[src/rtl/lsu_mem_stage.sv]
// lsu_mem_stage
// MEM-stage load/store unit. Takes the access described by the EX/MEM
// register and turns it into a sized, lane-placed data-memory transaction
// with a req/ack handshake. Load data is shifted down and sign- or
// zero-extended. The pipeline is held while an access is outstanding.
//
// Ports
//   clk, rst            rising-edge clock, synchronous active-high reset
//   ex_valid            EX/MEM holds a valid instruction
//   alu_result          effective address (or ALU result for non-memory ops)
//   rs2_data            right-aligned store data
//   MemRead, MemWrite   load / store select (both set is illegal)
//   funct3              access size and signedness
//   stall_out           hold IF..EX/MEM this cycle (combinational)
//   dmem_req/we/addr/be/wdata, dmem_rdata, dmem_ack   data-memory handshake
//   mem_valid_out       one-cycle result pulse toward MEM/WB
//   mem_read_data_out   extended load data, 0 otherwise
//   mem_err             qualifies mem_valid_out: misaligned/illegal/timeout
//
// Build option
//   LSU_MISALIGN_TRAP_EN  defined: misaligned accesses report mem_err with no
//                         bus activity. Undefined: the offset is truncated to
//                         the natural alignment of the access size.
module lsu_mem_stage #(
   parameter int DATA_W         = 32,
   parameter int ADDR_W         = 32,
   parameter int TIMEOUT_CYCLES = 15
) (
   input  logic                clk,
   input  logic                rst,
   input  logic                ex_valid,
   input  logic [ADDR_W-1:0]   alu_result,
   input  logic [DATA_W-1:0]   rs2_data,
   input  logic                MemRead,
   input  logic                MemWrite,
   input  logic [2:0]          funct3,
   output logic                stall_out,
   output logic                dmem_req,
   output logic                dmem_we,
   output logic [ADDR_W-1:0]   dmem_addr,
   output logic [DATA_W/8-1:0] dmem_be,
   output logic [DATA_W-1:0]   dmem_wdata,
   input  logic [DATA_W-1:0]   dmem_rdata,
   input  logic                dmem_ack,
   output logic                mem_valid_out,
   output logic [DATA_W-1:0]   mem_read_data_out,
   output logic                mem_err
);

   localparam int LANES = DATA_W / 8;
   localparam int OFF_W = $clog2(LANES);

`ifdef LSU_MISALIGN_TRAP_EN
   localparam bit TrapMisaligned = 1'b1;
`else
   localparam bit TrapMisaligned = 1'b0;
`endif

   typedef enum logic [1:0] {IDLE, REQ, RESP} state_t;

   state_t            state;
   logic [7:0]        reqCount;
   logic              isLoad;
   logic [2:0]        funct3Q;
   logic [OFF_W-1:0]  offsetQ;

   logic [OFF_W-1:0]  addrOffset;
   logic [OFF_W-1:0]  alignMask;
   logic [OFF_W-1:0]  accessOffset;
   logic [LANES-1:0]  sizeBe;
   logic              illegalSize;
   logic              misaligned;
   logic              memOp;
   logic              timeoutHit;
   logic [DATA_W-1:0] loadShifted;
   logic [DATA_W-1:0] loadExtended;

   // Decode the access size into a lane mask and an alignment mask. The
   // alignment mask both flags misalignment and, when misaligned accesses
   // are not trapped, truncates the byte offset to the natural boundary.
   always_comb begin
      sizeBe    = '0;
      alignMask = '0;
      case (funct3[1:0])
         2'b00:   begin sizeBe = LANES'(1);     alignMask = '0;         end
         2'b01:   begin sizeBe = LANES'(2'b11); alignMask = OFF_W'(1);  end
         2'b10:   begin sizeBe = LANES'(4'hF);  alignMask = OFF_W'(3);  end
         default: begin sizeBe = '1;            alignMask = '1;         end
      endcase
      addrOffset   = alu_result[OFF_W-1:0];
      misaligned   = (addrOffset & alignMask) != '0;
      accessOffset = addrOffset & ~alignMask;
      illegalSize  = (funct3 == 3'b111) ||
                     ((DATA_W == 32) && ((funct3 == 3'b011) || (funct3 == 3'b110)));
      memOp        = MemRead | MemWrite;
      timeoutHit   = (reqCount + 8'd1) == 8'(TIMEOUT_CYCLES);
   end

   // Bring the addressed bytes of the returned word down to bit 0 and extend
   // them according to the latched funct3.
   always_comb begin
      loadShifted  = dmem_rdata >> {offsetQ, 3'b000};
      loadExtended = loadShifted;
      case (funct3Q)
         3'b000:  loadExtended = DATA_W'($signed(loadShifted[7:0]));
         3'b001:  loadExtended = DATA_W'($signed(loadShifted[15:0]));
         3'b010:  loadExtended = DATA_W'($signed(loadShifted[31:0]));
         3'b100:  loadExtended = DATA_W'(loadShifted[7:0]);
         3'b101:  loadExtended = DATA_W'(loadShifted[15:0]);
         3'b110:  loadExtended = DATA_W'(loadShifted[31:0]);
         default: loadExtended = loadShifted;
      endcase
   end

   // The pipeline freezes while a memory op is being accepted and for the
   // whole REQ phase; RESP releases it so the instruction can move on.
   always_comb begin
      stall_out = ((state == IDLE) && ex_valid && memOp) || (state == REQ);
   end

   // Main sequencer. Result outputs default to zero each cycle so that
   // mem_valid_out, mem_err and mem_read_data_out form a single-cycle pulse
   // set on entry to RESP (or on a non-memory pass-through). Bus outputs
   // are only rewritten on accept, so they stay stable through REQ.
   always_ff @(posedge clk) begin
      if (rst) begin
         state             <= IDLE;
         reqCount          <= '0;
         isLoad            <= 1'b0;
         funct3Q           <= '0;
         offsetQ           <= '0;
         dmem_req          <= 1'b0;
         dmem_we           <= 1'b0;
         dmem_addr         <= '0;
         dmem_be           <= '0;
         dmem_wdata        <= '0;
         mem_valid_out     <= 1'b0;
         mem_read_data_out <= '0;
         mem_err           <= 1'b0;
      end else begin
         mem_valid_out     <= 1'b0;
         mem_read_data_out <= '0;
         mem_err           <= 1'b0;
         case (state)
            IDLE: begin
               if (ex_valid) begin
                  if (MemRead && MemWrite) begin
                     state         <= RESP;
                     mem_valid_out <= 1'b1;
                     mem_err       <= 1'b1;
                  end else if (!memOp) begin
                     mem_valid_out <= 1'b1;
                  end else if (illegalSize || (TrapMisaligned && misaligned)) begin
                     state         <= RESP;
                     mem_valid_out <= 1'b1;
                     mem_err       <= 1'b1;
                  end else begin
                     state      <= REQ;
                     reqCount   <= '0;
                     isLoad     <= MemRead;
                     funct3Q    <= funct3;
                     offsetQ    <= accessOffset;
                     dmem_req   <= 1'b1;
                     dmem_we    <= MemWrite;
                     dmem_addr  <= {alu_result[ADDR_W-1:OFF_W], {OFF_W{1'b0}}};
                     dmem_be    <= sizeBe << accessOffset;
                     dmem_wdata <= rs2_data << {accessOffset, 3'b000};
                  end
               end
            end
            REQ: begin
               if (dmem_ack) begin
                  state             <= RESP;
                  dmem_req          <= 1'b0;
                  dmem_we           <= 1'b0;
                  mem_valid_out     <= 1'b1;
                  mem_read_data_out <= isLoad ? loadExtended : '0;
               end else if (timeoutHit) begin
                  state         <= RESP;
                  dmem_req      <= 1'b0;
                  dmem_we       <= 1'b0;
                  mem_valid_out <= 1'b1;
                  mem_err       <= 1'b1;
               end else begin
                  reqCount <= reqCount + 8'd1;
               end
            end
            RESP: begin
               state <= IDLE;
            end
            default: begin
               state <= IDLE;
            end
         endcase
      end
   end

endmodule

[config.mk]
export PLATFORM = sky130hd
export DESIGN_NAME = lsu_mem_stage
export DESIGN_NICKNAME = d
export VERILOG_FILES = /design/src/rtl/lsu_mem_stage.sv
export SDC_FILE = /design/constraint.sdc
export NUM_CORES = 1
export LEC_CHECK = 0
export CORE_ASPECT_RATIO = 1.5
export CORE_UTILIZATION = 33
export DETAILED_ROUTE_END_ITERATION = 16
export PLACE_DENSITY_LB_ADDON = 0.15
export SKIP_CTS_REPAIR_TIMING = 1
export SLEW_MARGIN = 20
export SYNTH_ARGS = -nofsm -noshare
export SYNTH_HDL_FRONTEND = slang
export SYNTH_SLANG_ARGS = --single-unit
[constraint.sdc]
create_clock -name clk -period 2.08 [get_ports clk]
set_clock_uncertainty 0.2 [all_clocks]
set_input_delay 0.416 -clock clk [delete_from_list [all_inputs] [get_ports clk]]
set_output_delay 0.416 -clock clk [all_outputs]
set_load 0.02 [all_outputs]
==> flow_metrics.env <==
export IMPL_drt_iter0_drc=227
export IMPL_synth_mux_area_frac=0.0989
export IMPL_grt_pass1_vias=5300
export IMPL_place_gp_congestion=0.952
export IMPL_start_kind="register"
export IMPL_hp_class="in -> reg"
export IMPL_drc=0
export IMPL_leakagePower_nw=3.14
export IMPL_avgRoutedWirePerCell_um=15.7
export IMPL_async_flop_share=0
export IMPL_fmax_mhz=469
export IMPL_start_util=0.337
export IMPL_clk_path_buf_depth=2
export IMPL_synth_commonest_cells="nand2_1 (149), dfxtp_1 (118), a21oi_1 (93)"
export IMPL_antenna_found_initial=0
export IMPL_synth_xor_area_share=0.0121
export IMPL_grt_pass1_wl_um=25900
export IMPL_cts_buffers=17
export IMPL_stdcell_count=1093
export IMPL_drt_pass1_iter_count=4
export IMPL_critPathLaunch="reqCount[0]"
export IMPL_dieArea_um2=15900
export IMPL_final_area_um2=8610
export IMPL_dp_cells=1058
export IMPL_finalCriticalPeriod_ns=2.13
export IMPL_p_per_area_nw_per_um2=741
export IMPL_synthAdderAreaFrac=0.00493
export IMPL_cts_htree_levels=4
export IMPL_syn_area_per_cell_um2=8.10
export IMPL_detail_route_vias_per_cell=4.90
export IMPL_coreArea_um2=15100
export IMPL_status="complete, but fails checks"
export IMPL_synth_most_common_cell="nand2_1"
export IMPL_synth_seq_cells=118
export IMPL_synth_cell_types=39
export IMPL_io_pins=210
export IMPL_synth_edf_count=0
export IMPL_violations="setup timing"
export IMPL_worstHoldStart="rst"
export IMPL_dp_hpwl_um=12900
export IMPL_clk_latency_ns=0.41
export IMPL_row_count=55
export IMPL_synth_top_cell_by_area="dfxtp_1"
export IMPL_synth_top_area_share=0.466
export IMPL_path_class="reg -> reg"
export IMPL_layout_nets=988
export IMPL_clkTransAtPathRegs_ns=0.06
export IMPL_die_w_um=103
export IMPL_port_buffers=207
export IMPL_cp_required_ns=2.23
export IMPL_maxSlewViolCount=0
export IMPL_cts_root_buf="clkbuf_16"
export IMPL_synth_top_family_by_area="simple AND/OR/NAND/NOR gates"
export IMPL_globalRouteOverflowTotal=0
export IMPL_clock_sinks=118
export IMPL_yosys_area_share_simple=0.216
export IMPL_grt_max_degree=62
export IMPL_finalSetupViolations=5
export IMPL_cp_max_fo=5
export IMPL_endpoint_kind="register"
export IMPL_vias=5357
export IMPL_yosys_warnings=0
export IMPL_die_h_um=154
export IMPL_cts_tree="yes"
export IMPL_rsz0062_at_grt="true"
export IMPL_placed_cell_area_um2=7820
export IMPL_ys_flop_type="dfxtp_1"
export IMPL_synth_compound_area_share=0.161
export IMPL_worstPathArrival_ns=2.28
export IMPL_drv_cap=0
export IMPL_area_growth_pct=69.6
export IMPL_synth_seq_area_share=0.466
export IMPL_num_antenna_cells=0
export IMPL_track_usage=0.214
export IMPL_drive_gt1_frac=0.162
export IMPL_synthCells=626
export IMPL_fin_crit_sh=1.02
export IMPL_netlist_area_um2=5070
export IMPL_hold_viol=0
export IMPL_ys_top_cells_by_area="dfxtp_1 (47%), nand2_1 (11%), a21oi_1 (9.2%), mux2i_1 (7.9%), nor2_1 (3.8%)"
export IMPL_routed_wl_um=17200
export IMPL_max_vdd_ir_drop_mv=0.510
export IMPL_ant_nets=0
export IMPL_finalWorstSetupSlack_ns=-0.0503
export IMPL_timing_rr_start="reqCount[0]"
==> flip-flops by register name, indices dropped and copies added (netlist names) <==
name,flops
dmem_we,1
state,2
dmem_addr,30
mem_err,1
funct3Q,3
reqCount,8
dmem_req,1
isLoad,1
mem_valid_out,1
dmem_wdata,32
offsetQ,2
mem_read_data_out,32
dmem_be,4
==> power breakdown <==
part	switching [mW]	total, mW	leakage (nW)	internal, mW
clock network	1.12	2.92	0.291	1.81
logic	0.514	1.06	1.89	0.544
registers	0.0484	2.39	0.959	2.34
==> kinds of logic after synthesis <==
group | Yosys count
flip-flops | 118
other | 1
XOR/XNOR | 7
multiplexers | 49
buffers and inverters | 50
AND/OR/NAND/NOR | 260
adder cells (fa/ha/maj) | 2
AO/OA/AOI/OAI | 139
==> area by class of cell <==
class                           count  area (um2)
Fill cell                        1364        6460
Inverter                            4        17.5
Timing Repair Buffer              281        2730
Tap cell                          199         249
Clock buffer                       18         439
Sequential cell                   118        2370
Clock inverter                     14         153
Multi-Input combinational cell    459        2650
==> cells in the final DEF, fill, tap and decap left out, types with 16 or more instances in the layout <==
cell,n
clkdlybuf4s50_1,204
nand3_1,20
clkbuf_16,18
dfxtp_1,114
nand2_1,148
a21oi_1,93
nor2_1,49
buf_4,65
a211oi_1,16
nor3_1,19
mux2i_1,40
==> worst max-delay path: stages, from the launching register on <==
cell and delay (ns):
dfxtp_2 0.34, ha_4 0.18, xnor2_4 0.13, nor3b_2 0.15, or4b_4 0.52, o32ai_4 0.37, a22o_1 0.19
==> metal layers <==
| layer | wire [um] | part of all wire | GRT usage |
|---|---|---|---|
| met2 | 9210 | 0.54 | 0.394 |
| met3 | 1060 | 0.062 | 0.0518 |
| met5 | 0 | 0 | 0 |
| met4 | 763 | 0.044 | 0.127 |
| met1 | 6150 | 0.36 | 0.210 |
==> final timing paths <==
check,cells past startpoint,slack (ns),end
hold reg to reg,2,0.25,dmem_addr[16]
setup reg to reg,6,-0.05,reqCount[4]
hold / removal,3,0.20,state[0]
setup / recovery,6,-0.05,reqCount[4]
==> through the flow <==
stage	utilization	total power, mW	setup WS, ns	TNS (ns)	hold slack, ns
floorplan	-	2.87	0.0435	0	0.237
global placement	0.519	3.44	-0.580	-28.67	0.241
detailed placement	0.519	3.46	-0.607	-34.74	0.247
CTS	0.558	6.39	-0.434	-2.30	0.189
global route	0.571	6.63	-0.120	-0.694	0.193
finish	0.571	6.37	-0.0503	-0.170	0.199
(Power assumes the default switching activity.)
